===== src/rtl/comp_seq.sv =====
// Chunk-serial branch comparator: evaluates RISC-V style compare codes MSB chunk first.
// Optional macro COMP_EARLY_EXIT_EN finishes on the first differing chunk.
module comp_seq #(
  parameter int XLEN  = 32,
  parameter int CHUNK = 8
) (
  input  logic            clk,
  input  logic            rst,
  input  logic            start,
  input  logic            kill,
  input  logic [XLEN-1:0] rs1data,
  input  logic [XLEN-1:0] rs2data,
  input  logic [2:0]      funct3,
  input  logic            must_jump,
  output logic            busy,
  output logic            done,
  output logic            comp_out
);

  localparam int NCH = XLEN / CHUNK;
  localparam int IW  = (NCH > 1) ? $clog2(NCH) : 1;
  localparam logic [IW-1:0] LAST_IDX = IW'(NCH - 1);

  typedef enum logic [1:0] {S_IDLE, S_RUN, S_DONE} state_t;

  state_t          state_q;
  logic [XLEN-1:0] rs1_q, rs2_q;
  logic [2:0]      f3_q;
  logic [IW-1:0]   idx_q;
  logic            eq_q, lt_q;
  logic            busy_q, done_q, comp_q;

  logic [IW-1:0]    sel;
  logic [CHUNK-1:0] ch1, ch2;
  logic             eq_d, lt_d, exit_now;
  logic [XLEN-1:0]  sign_mask;

  function automatic logic is_signed(input logic [2:0] f);
    return (f == 3'b100) || (f == 3'b101) || (f == 3'b010);
  endfunction

  function automatic logic result(input logic [2:0] f, input logic eq, input logic lt);
    case (f)
      3'b000:  return eq;
      3'b001:  return ~eq;
      3'b101,
      3'b111:  return ~lt;
      default: return lt;
    endcase
  endfunction

  always_comb begin
    sel       = LAST_IDX - idx_q;
    ch1       = rs1_q[int'(sel)*CHUNK +: CHUNK];
    ch2       = rs2_q[int'(sel)*CHUNK +: CHUNK];
    eq_d      = eq_q;
    lt_d      = lt_q;
    // Once a chunk has differed the ordering is decided; lower chunks are ignored.
    if (eq_q && (ch1 != ch2)) begin
      eq_d = 1'b0;
      lt_d = (ch1 < ch2);
    end
`ifdef COMP_EARLY_EXIT_EN
    exit_now  = (idx_q == LAST_IDX) || !eq_d;
`else
    exit_now  = (idx_q == LAST_IDX);
`endif
    sign_mask = {is_signed(funct3), {(XLEN-1){1'b0}}};
  end

  always_ff @(posedge clk) begin
    if (rst) begin
      state_q <= S_IDLE;
      rs1_q   <= '0;
      rs2_q   <= '0;
      f3_q    <= '0;
      idx_q   <= '0;
      eq_q    <= 1'b1;
      lt_q    <= 1'b0;
      busy_q  <= 1'b0;
      done_q  <= 1'b0;
      comp_q  <= 1'b0;
    end else begin
      done_q <= 1'b0;
      if (kill) begin
        state_q <= S_IDLE;
        busy_q  <= 1'b0;
      end else begin
        case (state_q)
          S_IDLE, S_DONE: begin
            if (start && must_jump) begin
              state_q <= S_DONE;
              busy_q  <= 1'b0;
              done_q  <= 1'b1;
              comp_q  <= 1'b1;
            end else if (start) begin
              // Flipping the sign bit turns the unsigned chunk compare into a signed one.
              rs1_q   <= rs1data ^ sign_mask;
              rs2_q   <= rs2data ^ sign_mask;
              f3_q    <= funct3;
              idx_q   <= '0;
              eq_q    <= 1'b1;
              lt_q    <= 1'b0;
              state_q <= S_RUN;
              busy_q  <= 1'b1;
            end else begin
              state_q <= S_IDLE;
              busy_q  <= 1'b0;
            end
          end
          S_RUN: begin
            eq_q <= eq_d;
            lt_q <= lt_d;
            if (exit_now) begin
              state_q <= S_DONE;
              busy_q  <= 1'b0;
              done_q  <= 1'b1;
              comp_q  <= result(f3_q, eq_d, lt_d);
            end else begin
              idx_q <= idx_q + 1'b1;
            end
          end
          default: begin
            state_q <= S_IDLE;
            busy_q  <= 1'b0;
          end
        endcase
      end
    end
  end

  assign busy     = busy_q;
  assign done     = done_q;
  assign comp_out = comp_q;

endmodule


===== config.mk =====
export PLATFORM = sky130hd
export DESIGN_NAME = comp_seq
export DESIGN_NICKNAME = d
export VERILOG_FILES = /design/src/rtl/comp_seq.sv
export SDC_FILE = /design/constraint.sdc
export NUM_CORES = 1
export LEC_CHECK = 0
export ABC_CLOCK_PERIOD_IN_PS = 5300
export CORE_MARGIN = 8
export CORE_UTILIZATION = 54
export DETAILED_ROUTE_END_ITERATION = 6
export GPL_ROUTABILITY_DRIVEN = 0
export PLACE_DENSITY = 0.85
export SYNTH_ARGS = -nofsm -noshare
export SYNTH_HDL_FRONTEND = slang
export SYNTH_SLANG_ARGS = --single-unit
export TNS_END_PERCENT = 30

===== constraint.sdc =====
create_clock -name clk -period 5.3 [get_ports clk]
set_input_delay 1.325 -clock clk [delete_from_list [all_inputs] [get_ports clk]]
set_output_delay 1.325 -clock clk [all_outputs]
set_load 0.01 [all_outputs]

# After elaboration in Yosys (flattened, before gate mapping)
# Cells that the tools add are included.
classes:
  addsub: 2
  mul: 0
  div_mod_pow: 0
  order_cmp: 1
  n_eq_ne: 15
  shift: 2
  muxes: 27
  bitwise_logic: 6
  reduce_logical: 14
ops:
  columns: ["cell", "n"]
  rows:
  - ["32-bit by 6-bit variable part select with 8-bit output", 2]
  - ["32-bit XOR", 2]
  - ["1-bit 2-to-1 mux", 14]
  - ["3-bit == test, second input constant", 4]
  - ["4-bit AND reduction", 3]
  - ["2-bit 2-to-1 mux", 5]
  - ["2-bit != test, second input constant", 5]
  - ["1-bit case mux with 2 select lines", 5]
  - ["8-bit < comparator", 1]
  - ["8-bit != test", 1]
  - ["2-bit case mux with 2 select lines", 2]
  - ["2-bit OR reduction", 3]
  - ["5-bit AND reduction", 1]
  - ["2-bit == test, second input constant", 2]
  - ["1-bit inverter", 4]
  - ["3-bit by 1-bit == test with 1-bit output, second input constant", 1]
  - ["3-bit by 2-bit == test with 1-bit output, second input constant", 1]
  - ["3-bit zero test", 1]
  - ["1-bit case mux with 3 select lines", 1]
  - ["2-bit by 1-bit adder with 2-bit output, second input constant", 1]
  - ["2-bit by 1-bit == test with 1-bit output, second input constant", 1]
  - ["1-bit logical AND", 2]
  - ["2-bit zero test", 1]
  - ["1-bit logical OR", 2]
  - ["other kinds (2)", 2]
word_totals:
  ff_bits: 76
  latch_bits: 0
  mem_bits_rw: 0
  mem_bits_ro: 0
  inputBits: 72
  out_inout_bits: 3
  wordCells: 77
  n_memories: 0

# Depth between registers and ports, before layout
# Gate-level depths: netlist (run 1).
depth:
  ltp_word: 9
  ltp_mapped: 11

# Worst setup path after synthesis (run 1)
# OpenSTA, ideal clock, no wires.
synth_path:
  kind: "register to register"
  from: "reg idx_q[0]"
  to: "reg comp_q, in the netlist comp_out"
  setup_ns: 0.132
  arrival_ns: 2.566
  required_ns: 5.168
  setup_slack_ns: 2.602
  path_stages_with_launch: 11
  period_less_slack_ns: 2.698
  path_cell_list: "dfxtp_1 > buf_2 > buf_4 > mux4_2 > ha_1 > nor2b_4 > o211ai_2 > a21oi_2 > o41ai_4 > o211a_1 > a211oi_2"
synth_via:
  elab_chain_cells: 9
  word_cells_on_any_way: 16
  cone_classes: "1 x add/sub; 1 x order compare; 3 x eq/ne; 2 x shift; 5 x mux; 2 x bitwise; 2 x reduce/logical"
synth_rtl:
  columns: ["element", "line_no", "text"]
  rows:
  - ["start: declaration", "29", "logic [IW-1:0] idx_q;"]
  - ["start signal: assignment", "120", "idx_q <= idx_q + 1'b1;"]
  - ["branches (longest 9 deep; another with 8-bit < comparator)", null, null]
  - ["end signal: assignment", "118", "comp_q <= result(f3_q, eq_d, lt_d);"]
  - ["end: declaration", "31", "logic busy_q, done_q, comp_q;"]
# Parallel ways; which one is timed is not known. The select of a mux whose other input is x is not followed.
# A chain may end at the register's enable or synchronous reset.

# Final worst setup path (run 1)
layout_path:
  from: "in start"
  to: "reg f3_q[2]"
layout_via:
  elab_chain_cells: 3
layout_rtl:
  columns: ["element", "line_no", "text"]
  rows:
  - ["start: declaration", "9", "input logic start,"]
  - ["1-bit logical AND", "91", "if (start && must_jump) begin"]
  - ["1-bit inverter (no line)", null, null]
  - ["4-bit AND reduction (no line) *", null, null]
  - ["end signal: assignment", "100", "f3_q <= funct3;"]
  - ["end: declaration", "28", "logic [2:0] f3_q;"]
# Mark *: on every way between the ends. The rest lies on a longest branch, timed or not.

==> impl_metrics.csv, run 1 <==
group,metric,value,unit
yosys,synth.avg_cell_area,8.53,µm²
hold_path,worstHoldStart,"rs2_q[12]",
drt,vias,2847,
worst_setup_path,crit_slowest_cell,"nor2b_4",
die,fp.dieW,94.8,µm
worst_setup_path,r2r-start,"idx_q[1]",
worst_setup_path,cp-end-kind,"register",
drt,drc,0,
sta,worstMarginPinSlew,1.17,ns
sta,drv_slew,0,
grt,grt_max_degree,76,
clock_network,cts_resized,0,
hold_path,hold-path-endpoint,"rs2_q[12]",
worst_setup_path,r2r_slack,2.37,ns
sta,fmax,297,MHz
yosys,ys_warn_count,0,
grt,grt_pass1_vias,2918,
clock_network,clock_latency,0.34,ns
placed_design,detailed_place_hpwl,5840,µm
worst_setup_path,crit_arrival,3.63,ns
die,die_area,8980,µm²
grt,antenna_found_initial,0,
clock_network,cts_root_buffer,"clkbuf_8",
drt,dr.pass1.iters,4,
sta,rsz0062_at_grt,"false",
placed_design,dp.cells,518,
yosys,syn_area,3350,µm²
drt,ant_nets,0,
die,start_util,56.3,%
sta,fin_worst_skew,0.00323,ns
yosys,yosysTopAreaCell,"dfxtp_1",
drt,wl_per_cell,15.5,µm
hold_path,hold_path_class,"reg2reg",
worst_setup_path,startpoint_type,"input pin",
die,num_io_pins,75,
sta,whs,0.452,ns
finish,stdcell_area,4240,µm²
flow_run,max_cap_violations,0,
pwr,cellPowerDensity,267,nW/µm²
clock_network,cts_tree,"done",
status,outcome,"completed",
sta,hold_viol,0,
sta,min_period,3.37,ns
yosys,yosys.area.top_type_share,44.8,%
placed_design,dpl-instance-area,4070,µm²
worst_setup_path,slowest_delay,0.99,ns
finish,layout.cells.non_filler,534,
clock_network,postCtsHoldBufs,0,
yosys,synthCells,393,
yosys,synth_cell_types,29,
worst_setup_path,critical_path_buf_inv_count,2,
clock_network,post-cts-setup-buffers,0,
finish,fillers,463,
drt,drtIter0Drc,153,
worst_setup_path,reg2reg_depth,8,
pwr,leakage,1.50,nW
grt,grt_usage,19.5,%
sta,setup_violations,0,
worst_setup_path,criticalPathCategory,"in2reg",
finish,layout.nets,535,
placed_design,port_buffers,74,
sta,fin_crit_sh,63.6,%
clock_network,cts_made_buffers,9,
clock_network,path_clk_slew,0.07,ns
yosys,syn_nets,474,
clock_network,clock-sinks,75,
worst_setup_path,rr_endpoint,"comp_out",
sta,fin_setup_tns,0,ns
finish,drive_above_1_share,9.59,%
worst_setup_path,crit_family,"simple AND/OR/NAND/NOR gates",
clock_network,clock_path_buffers,2,
clock_network,htree_levels,3,
hold_path,min_path_cells,2,
finish,fin_util,71.2,%
yosys,yosysSeqAreaShare,44.8,%
finish,area_growth,26.5,%
worst_setup_path,path_cells,"clkdlybuf4s50_1 > nor3b_2 > nor2b_4 > buf_4 > nand2_1 > a21oi_1",
yosys,synthTopCellsByArea,"dfxtp_1 (45%), nand2_1 (16%), a21oi_1 (11%)",
worst_setup_path,required,5.56,ns
drt,vias_per_cell,5.33,
worst_setup_path,path_max_fanout,55,
finish,num_antenna_cells,0,
die,die_h,94.8,µm
grt,gr-total-overflow,0,
grt,grt_pass1_wl,13700,µm
drt,drt_wl_total,8290,µm
sta,slew_headroom,22.1,%
die,row_count,28,
pwr,ir_drop,0.152,mV
die,coreArea,5960,µm²
yosys,synth-seq-cells,75,
## power breakdown
| part | switching [W] | leakage (nW) | total [W] | internal, W |
|---|---|---|---|---|
| combinational | 0.0000711 | 0.802 | 0.000156 | 0.0000851 |
| sequential | 0.0000100 | 0.609 | 0.000592 | 0.000582 |
| clock | 0.000205 | 0.0928 | 0.000386 | 0.000181 |
| total | 0.000286 | 1.50 | 0.00113 | 0.000847 |
## layer usage
layer	global-route usage [%]	part of all wire (%)
met3	3.65	5.3
met5	0	0
met4	9.62	1.7
met1	25.5	45
met2	30.2	48
## cells in the final DEF (no fill, tap or decap)
master / n
o22ai_1: 2
o211ai_2: 1
clkdlybuf4s50_1: 73
clkbuf_8: 10
a211oi_1: 1
o21ai_0: 4
mux2i_1: 1
o41ai_4: 1
nor3b_2: 1
or3_1: 1
clkbuf_1: 1
a21oi_2: 1
nor3_1: 3
nand2b_2: 1
nor2b_1: 1
buf_2: 1
nor2b_4: 2
inv_1: 9
clkinv_4: 1
a211oi_2: 1
mux4_2: 16
ha_1: 9
nand4_1: 2
xor2_1: 2
dfxtp_1: 75
nand2b_1: 4
clkinv_2: 4
nand2_1: 140
o211a_1: 2
nor2_1: 11
buf_4: 4
o21ai_1: 1
a21oi_1: 73
## synthesized netlist by cell type
master and n:
nor2b_1 2, buf_2 11, xor2_1 2, a21oi_2 1, buf_4 1, mux4_2 16
o21ai_0 4, clkbuf_1 12, a211oi_1 1, nand2_1 140, a21oi_1 73, o211ai_2 1
nor2b_4 1, nand4_1 2, nor3b_2 1, o22ai_1 2, nand2b_1 5, a211oi_2 1
o21ai_1 1, nor3_1 3, mux2i_1 1, o211a_1 2, buf_6 4, o41ai_4 1
nor2_1 11, ha_1 9, inv_1 9, dfxtp_1 75, or3_1 1
## flip-flops by register name, indices dropped and copies added (netlist names), 2 cells and up
signal and count:
f3_q 3, idx_q 2, rs1_q 32, rs2_q 32, state_q 2
## worst reg2reg max path: cells and delay by family, from the launching register on
kind,cells,cell delay (ns)
multiplexers,1,0.45
adder cells (fa/ha/maj),1,0.33
AO/OA/AOI/OAI,5,1.02
AND/OR/NAND/NOR,1,0.13
flip-flops,1,0.92
## worst max-delay path by stage
stage                  start   endpoint  slack [ns]  cells past startpoint
finish                 start    f3_q[2]        1.93                      6
global route           start    f3_q[2]        1.69                      6
CTS                    start    f3_q[2]        1.90                      6
detailed placement     start    f3_q[2]        1.53                      6
global placement       start  rs1_q[31]        1.62                      6
floorplan           idx_q[0]   comp_out        2.60                     10
## area by class of cell
cell class	count	area (µm²)	share of cell area, %
Multi-Input combinational cell	281	1670	39.5
Sequential cell	75	1500	35.4
Timing Repair Buffer	78	766	18.1
Clock buffer	11	141	3.34
Tap cell	75	93.8	2.21
Inverter	9	33.8	0.797
Clock inverter	5	28.8	0.679
## metrics by stage
step                total power [W]  worst slack [ns]
floorplan                  0.000686              2.60
finish                      0.00113              1.93
CTS                         0.00114              1.90
detailed placement         0.000760              1.53
global route                0.00119              1.69
global placement           0.000756              1.62
## kinds of logic (layout without fill, tap and decap cells)
group / after synthesis / count (layout) / share of synthesized area [%]
and+or+nand+nor: 166 / 166 / 20.0
AOI/OAI and AO/OA: 87 / 87 / 14.7
DFF: 75 / 75 / 44.8
buffers and inverters: 37 / 103 / 5.56
muxes: 17 / 17 / 11.1
adders and majority gates: 9 / 9 / 3.36
xor gates and xnor gates: 2 / 2 / 0.523
Power figures use the tool's default switching activity.
==> inputs of run 2 (changes only) <==
--- a/config.mk
+++ b/config.mk
@@ -5,12 +5,12 @@
 export SDC_FILE = /design/constraint.sdc
 export NUM_CORES = 1
 export LEC_CHECK = 0
-export ABC_CLOCK_PERIOD_IN_PS = 5300
+export ABC_CLOCK_PERIOD_IN_PS = 2700
 export CORE_MARGIN = 8
-export CORE_UTILIZATION = 54
+export CORE_UTILIZATION = 45
 export DETAILED_ROUTE_END_ITERATION = 6
 export GPL_ROUTABILITY_DRIVEN = 0
-export PLACE_DENSITY = 0.85
+export PLACE_DENSITY = 0.75
 export SYNTH_ARGS = -nofsm -noshare
 export SYNTH_HDL_FRONTEND = slang
 export SYNTH_SLANG_ARGS = --single-unit
==> constraint.sdc (replaced) <==
create_clock -name clk -period 2.7 [get_ports clk]
set_input_delay 0.675 -clock clk [delete_from_list [all_inputs] [get_ports clk]]
set_output_delay 0.675 -clock clk [all_outputs]
set_load 0.01 [all_outputs]
==> impl_metrics.csv, run 2 (synthesized netlist as in run 1, its figures left out) <==
group,metric,value,unit
status,outcome,"completed",
hold_path,hold_path_class,"reg2reg",
sta,worstMarginPinSlew,0.696,ns
worst_setup_path,path_max_fanout,10,
grt,grt_pass1_wl,13900,µm
worst_setup_path,cp-end-kind,"register",
sta,fin_crit_sh,97.0,%
sta,fmax,382,MHz
sta,setup_violations,0,
finish,top_regs,"rs1_q x32, rs2_q x32, f3_q x3",
die,fp.dieW,102,µm
placed_design,port_buffers,74,
worst_setup_path,crit_arrival,2.82,ns
finish,layout.nets,548,
sta,fin_worst_skew,0.00509,ns
sta,min_period,2.62,ns
finish,num_antenna_cells,0,
pwr,ir_drop,0.237,mV
clock_network,path_clk_slew,0.08,ns
finish,layout_commonest_cell,"nand2_1",
grt,antenna_found_initial,0,
die,die_area,10500,µm²
clock_network,cts_tree,"done",
finish,multi_input_area,1690,µm²
grt,grt_usage,17.0,%
drt,vias_per_cell,5.15,
pwr,cellPowerDensity,520,nW/µm²
clock_network,clock_path_buffers,2,
sta,slew_headroom,53.6,%
placed_design,dp.cells,545,
sta,drv_slew,0,
clock_network,clock_latency,0.35,ns
finish,drive_above_1_share,13.2,%
worst_setup_path,required,2.90,ns
drt,drtIter0Drc,153,
worst_setup_path,criticalPathCategory,"reg2reg",
drt,drt_wl_total,8500,µm
flow_run,max_cap_violations,0,
pwr,leakage,1.59,nW
drt,ant_nets,0,
finish,layout.cells.non_filler,570,
die,coreArea,7210,µm²
clock_network,clock-sinks,75,
grt,grt_pass1_vias,2932,
die,row_count,31,
finish,area_growth,32.7,%
finish,seqCellArea,1500,µm²
drt,drc,0,
drt,vias,2933,
drt,wl_per_cell,14.9,µm
die,die_h,102,µm
finish,fillers,633,
die,start_util,46.4,%
grt,grt_max_degree,60,
placed_design,detailed_place_hpwl,6160,µm
clock_network,cts_made_buffers,9,
sta,hold_viol,0,
drt,dr.pass1.iters,4,
worst_setup_path,startpoint_type,"register",
die,num_io_pins,75,
clock_network,htree_levels,3,
finish,mostFrequentLayoutCells,"nand2_1 (140), dfxtp_1 (74), clkdlybuf4s50_1 (73)",
clock_network,postCtsHoldBufs,0,
clock_network,cts_root_buffer,"clkbuf_8",
grt,gr-total-overflow,0,
sta,whs,0.456,ns
-- run 2: cell type report --
type,count,area share (%)
multi-input cells,281,38.0
flip-flops and latches,75,33.8
repair buffers,91,20.6
clock buffers,9,2.78
well taps,99,2.78
clock inverters,6,1.29
inverters,9,0.759
-- run 2: power breakdown --
group          internal [W]  switching [W]
Clock              0.000415       0.000402
Combinational      0.000186       0.000143
Sequential          0.00114      0.0000223
Total               0.00174       0.000568
-- run 2: what timing repair did --
action                     CTS  global route
setup endpoints to repair    0             1
gates resized for setup      0             6
setup buffers                0            10
-- run 2: path summary, 6_finish.rpt --
check,from,end,slack (ns),depth (start not counted)
min,rs2_q[24],rs2_q[24],0.46,2
max,idx_q[0],comp_out,0.08,10
max reg2reg,idx_q[0],comp_out,0.08,10
min reg2reg,rs2_q[24],rs2_q[24],0.46,2
-- run 2: stage by stage --
step           TNS, ns  utilization (%)  total power [W]  setup slack, ns  cell area, µm²
2_1_floorplan        0                -          0.00135          0.00187            3350
3_3_place_gp         0             57.6          0.00149            0.196            4160
3_5_place_dp         0             57.6          0.00150           0.0906            4160
4_1_cts              0             60.1          0.00231           0.0699            4340
5_1_grt        -0.0217             61.7          0.00240          -0.0135            4450
6_report             0             61.7          0.00231           0.0805            4450
-- run 2: per-layer routing --
metal  global-route usage (%)  wire (µm)  up-vias
met3                     4.36        491       16
met1                     21.0       3810     1376
met5                        0          0        -
met2                     27.0       4050       74
li1                         -          -     1467
met4                     7.90        149        0
-- run 2: critical path: stages, from the launching register on --
cell      delay (ns)
dfxtp_2         0.35
buf_12          0.14
buf_6           0.16
mux4_2          0.51
inv_1           0.08
ha_1            0.28
a21oi_2         0.16
a21oi_2         0.08
o41ai_4         0.44
o211a_1         0.21
a211oi_2        0.07
==> inputs of run 3 (changes only) <==
--- a/config.mk
+++ b/config.mk
@@ -10,6 +10,7 @@
 export CORE_UTILIZATION = 45
 export DETAILED_ROUTE_END_ITERATION = 6
 export GPL_ROUTABILITY_DRIVEN = 0
+export MAX_ROUTING_LAYER = met4
 export PLACE_DENSITY = 0.75
 export SYNTH_ARGS = -nofsm -noshare
 export SYNTH_HDL_FRONTEND = slang
==> impl_metrics.csv, run 3 (synthesized netlist as in run 1, its figures left out) <==
group,metric,value,unit
status,outcome,"completed",
sta,fin_crit_sh,97.0,%
finish,stdcell_area,4450,µm²
worst_setup_path,required,2.90,ns
worst_setup_path,r2r-start,"idx_q[0]",
die,die_area,10500,µm²
sta,setup_ws,0.0805,ns
hold_path,min_path_cells,2,
placed_design,dpl-instance-area,4160,µm²
finish,layout.nets,548,
sta,fmax,382,MHz
pwr,netSwitchingFraction,24.5,%
hold_path,hold-path-endpoint,"rs2_q[8]",
flow_run,max_cap_violations,0,
clock_network,clock_latency,0.35,ns
clock_network,clock_path_buffers,2,
die,num_io_pins,75,
die,die_h,102,µm
worst_setup_path,rr_endpoint,"comp_out",
clock_network,htree_levels,3,
sta,slew_headroom,53.8,%
clock_network,path_clk_slew,0.07,ns
grt,grt_max_degree,60,
pwr,p_sw,0.000566,W
pwr,ir_drop,0.236,mV
drt,drc,0,
drt,drt_wl_total,8540,µm
sta,drv_slew,0,
worst_setup_path,r2r_slack,0.08,ns
sta,hold_viol,0,
hold_path,worstHoldStart,"rs2_q[8]",
finish,area_growth,32.7,%
placed_design,detailed_place_hpwl,6160,µm
die,coreArea,7210,µm²
drt,dr.pass1.iters,4,
finish,num_antenna_cells,0,
grt,grt_pass1_wl,13800,µm
worst_setup_path,path_max_fanout,10,
clock_network,cts_made_buffers,9,
clock_network,cts_root_buffer,"clkbuf_8",
pwr,cellPowerDensity,519,nW/µm²
worst_setup_path,startpoint_type,"register",
grt,antenna_found_initial,0,
sta,worstMarginPinSlew,0.693,ns
worst_setup_path,criticalPathCategory,"reg2reg",
die,start_util,46.4,%
pwr,seqPwrFrac,50.4,%
worst_setup_path,cp-end-kind,"register",
finish,layout_commonest_cell,"nand2_1",
drt,ant_nets,0,
die,row_count,31,
sta,setup_violations,0,
die,fp.dieW,102,µm
sta,fin_worst_skew,0.00511,ns
placed_design,place_ws,0.0906,ns
worst_setup_path,crit_arrival,2.82,ns
grt,gr-total-overflow,0,
drt,wl_per_cell,15.0,µm
pwr,internal-power,0.00174,W
hold_path,hold_path_class,"reg2reg",
pwr,clkPwrFrac,35.3,%
clock_network,clock-sinks,75,
pwr,power_frac_comb,14.3,%
clock_network,cts_tree,"done",
pwr,leakage,1.59,nW
grt,grt_usage,17.5,%
drt,drtIter0Drc,176,
finish,fillers,633,
finish,mostFrequentLayoutCells,"nand2_1 (140), dfxtp_1 (74), clkdlybuf4s50_1 (73)",
finish,drive_above_1_share,13.2,%
drt,vias,2934,
drt,vias_per_cell,5.15,
finish,top_regs,"rs1_q x32, rs2_q x32, f3_q x3",
grt,grt_pass1_vias,2938,
sta,min_period,2.62,ns
worst_setup_path,reg2reg_depth,10,
placed_design,port_buffers,74,
run 3: cell counts in the layout (fill, tap and decap cells not counted):
No cell type changed its count.
run 3: how the worst max path moves through the flow:
stage	cells after the start	endpoint	slack (ns)	from
6_report	10	comp_out	0.08	idx_q[0]
3_3_place_gp	9	comp_out	0.20	idx_q[0]
2_1_floorplan	10	comp_out	0.002	idx_q[0]
4_1_cts	9	comp_out	0.07	idx_q[0]
3_5_place_dp	9	comp_out	0.09	idx_q[0]
5_1_grt	11	lt_q	-0.02	idx_q[0]
run 3: critical path: stages (launching register included):
cell,delay [ns]
dfxtp_2,0.35
buf_12,0.14
buf_6,0.16
mux4_2,0.51
inv_1,0.08
ha_1,0.28
a21oi_2,0.16
a21oi_2,0.08
o41ai_4,0.44
o211a_1,0.21
a211oi_2,0.07
run 3: layout make-up:
class	count	area, µm²	share of cell area, %
timing repair buffer	91	917	20.6
clock inverter	6	57.6	1.29
multi-input combinational	281	1690	38.0
sequential	75	1500	33.8
inverter	9	33.8	0.759
tap	99	124	2.78
clock buffer	9	124	2.78
run 3: routing by layer:
metal,vias up,part of all wire [%],GRT usage (%)
li1,1468,-,-
met1,1365,45,21.4
met2,85,48,27.0
met3,16,5.1,3.75
met4,0,1.7,7.90
met5,-,0,-
run 3: stage by stage:
stage                     utilization, %  TNS, ns  std cells  hold slack (ns)  power [W]
after floorplan                        -        0        393            0.429    0.00135
after global placement              57.6        0        545            0.438    0.00149
after detailed placement            57.6        0        545            0.443    0.00150
after CTS                           60.1        0        560            0.455    0.00231
after global routing                61.7  -0.0272        570            0.471    0.00240
final                               61.7        0        570            0.455    0.00231
run 3: timing repair:
action | 4_1_cts | 5_1_grt
endpoints found under the setup margin | 0 | 1
resized for setup | 0 | 6
buffers inserted | 0 | 10
hold buffers | 0 | 0
run 3: power by group through the flow:
stage / sequential, W / combinational [W] / clock (W)
2_1_floorplan: 0.00118 / 0.000167 / 0
3_3_place_gp: 0.00119 / 0.000300 / 0
3_5_place_dp: 0.00119 / 0.000307 / 0
4_1_cts: 0.00116 / 0.000309 / 0.000834
5_1_grt: 0.00117 / 0.000364 / 0.000871
6_report: 0.00116 / 0.000329 / 0.000816
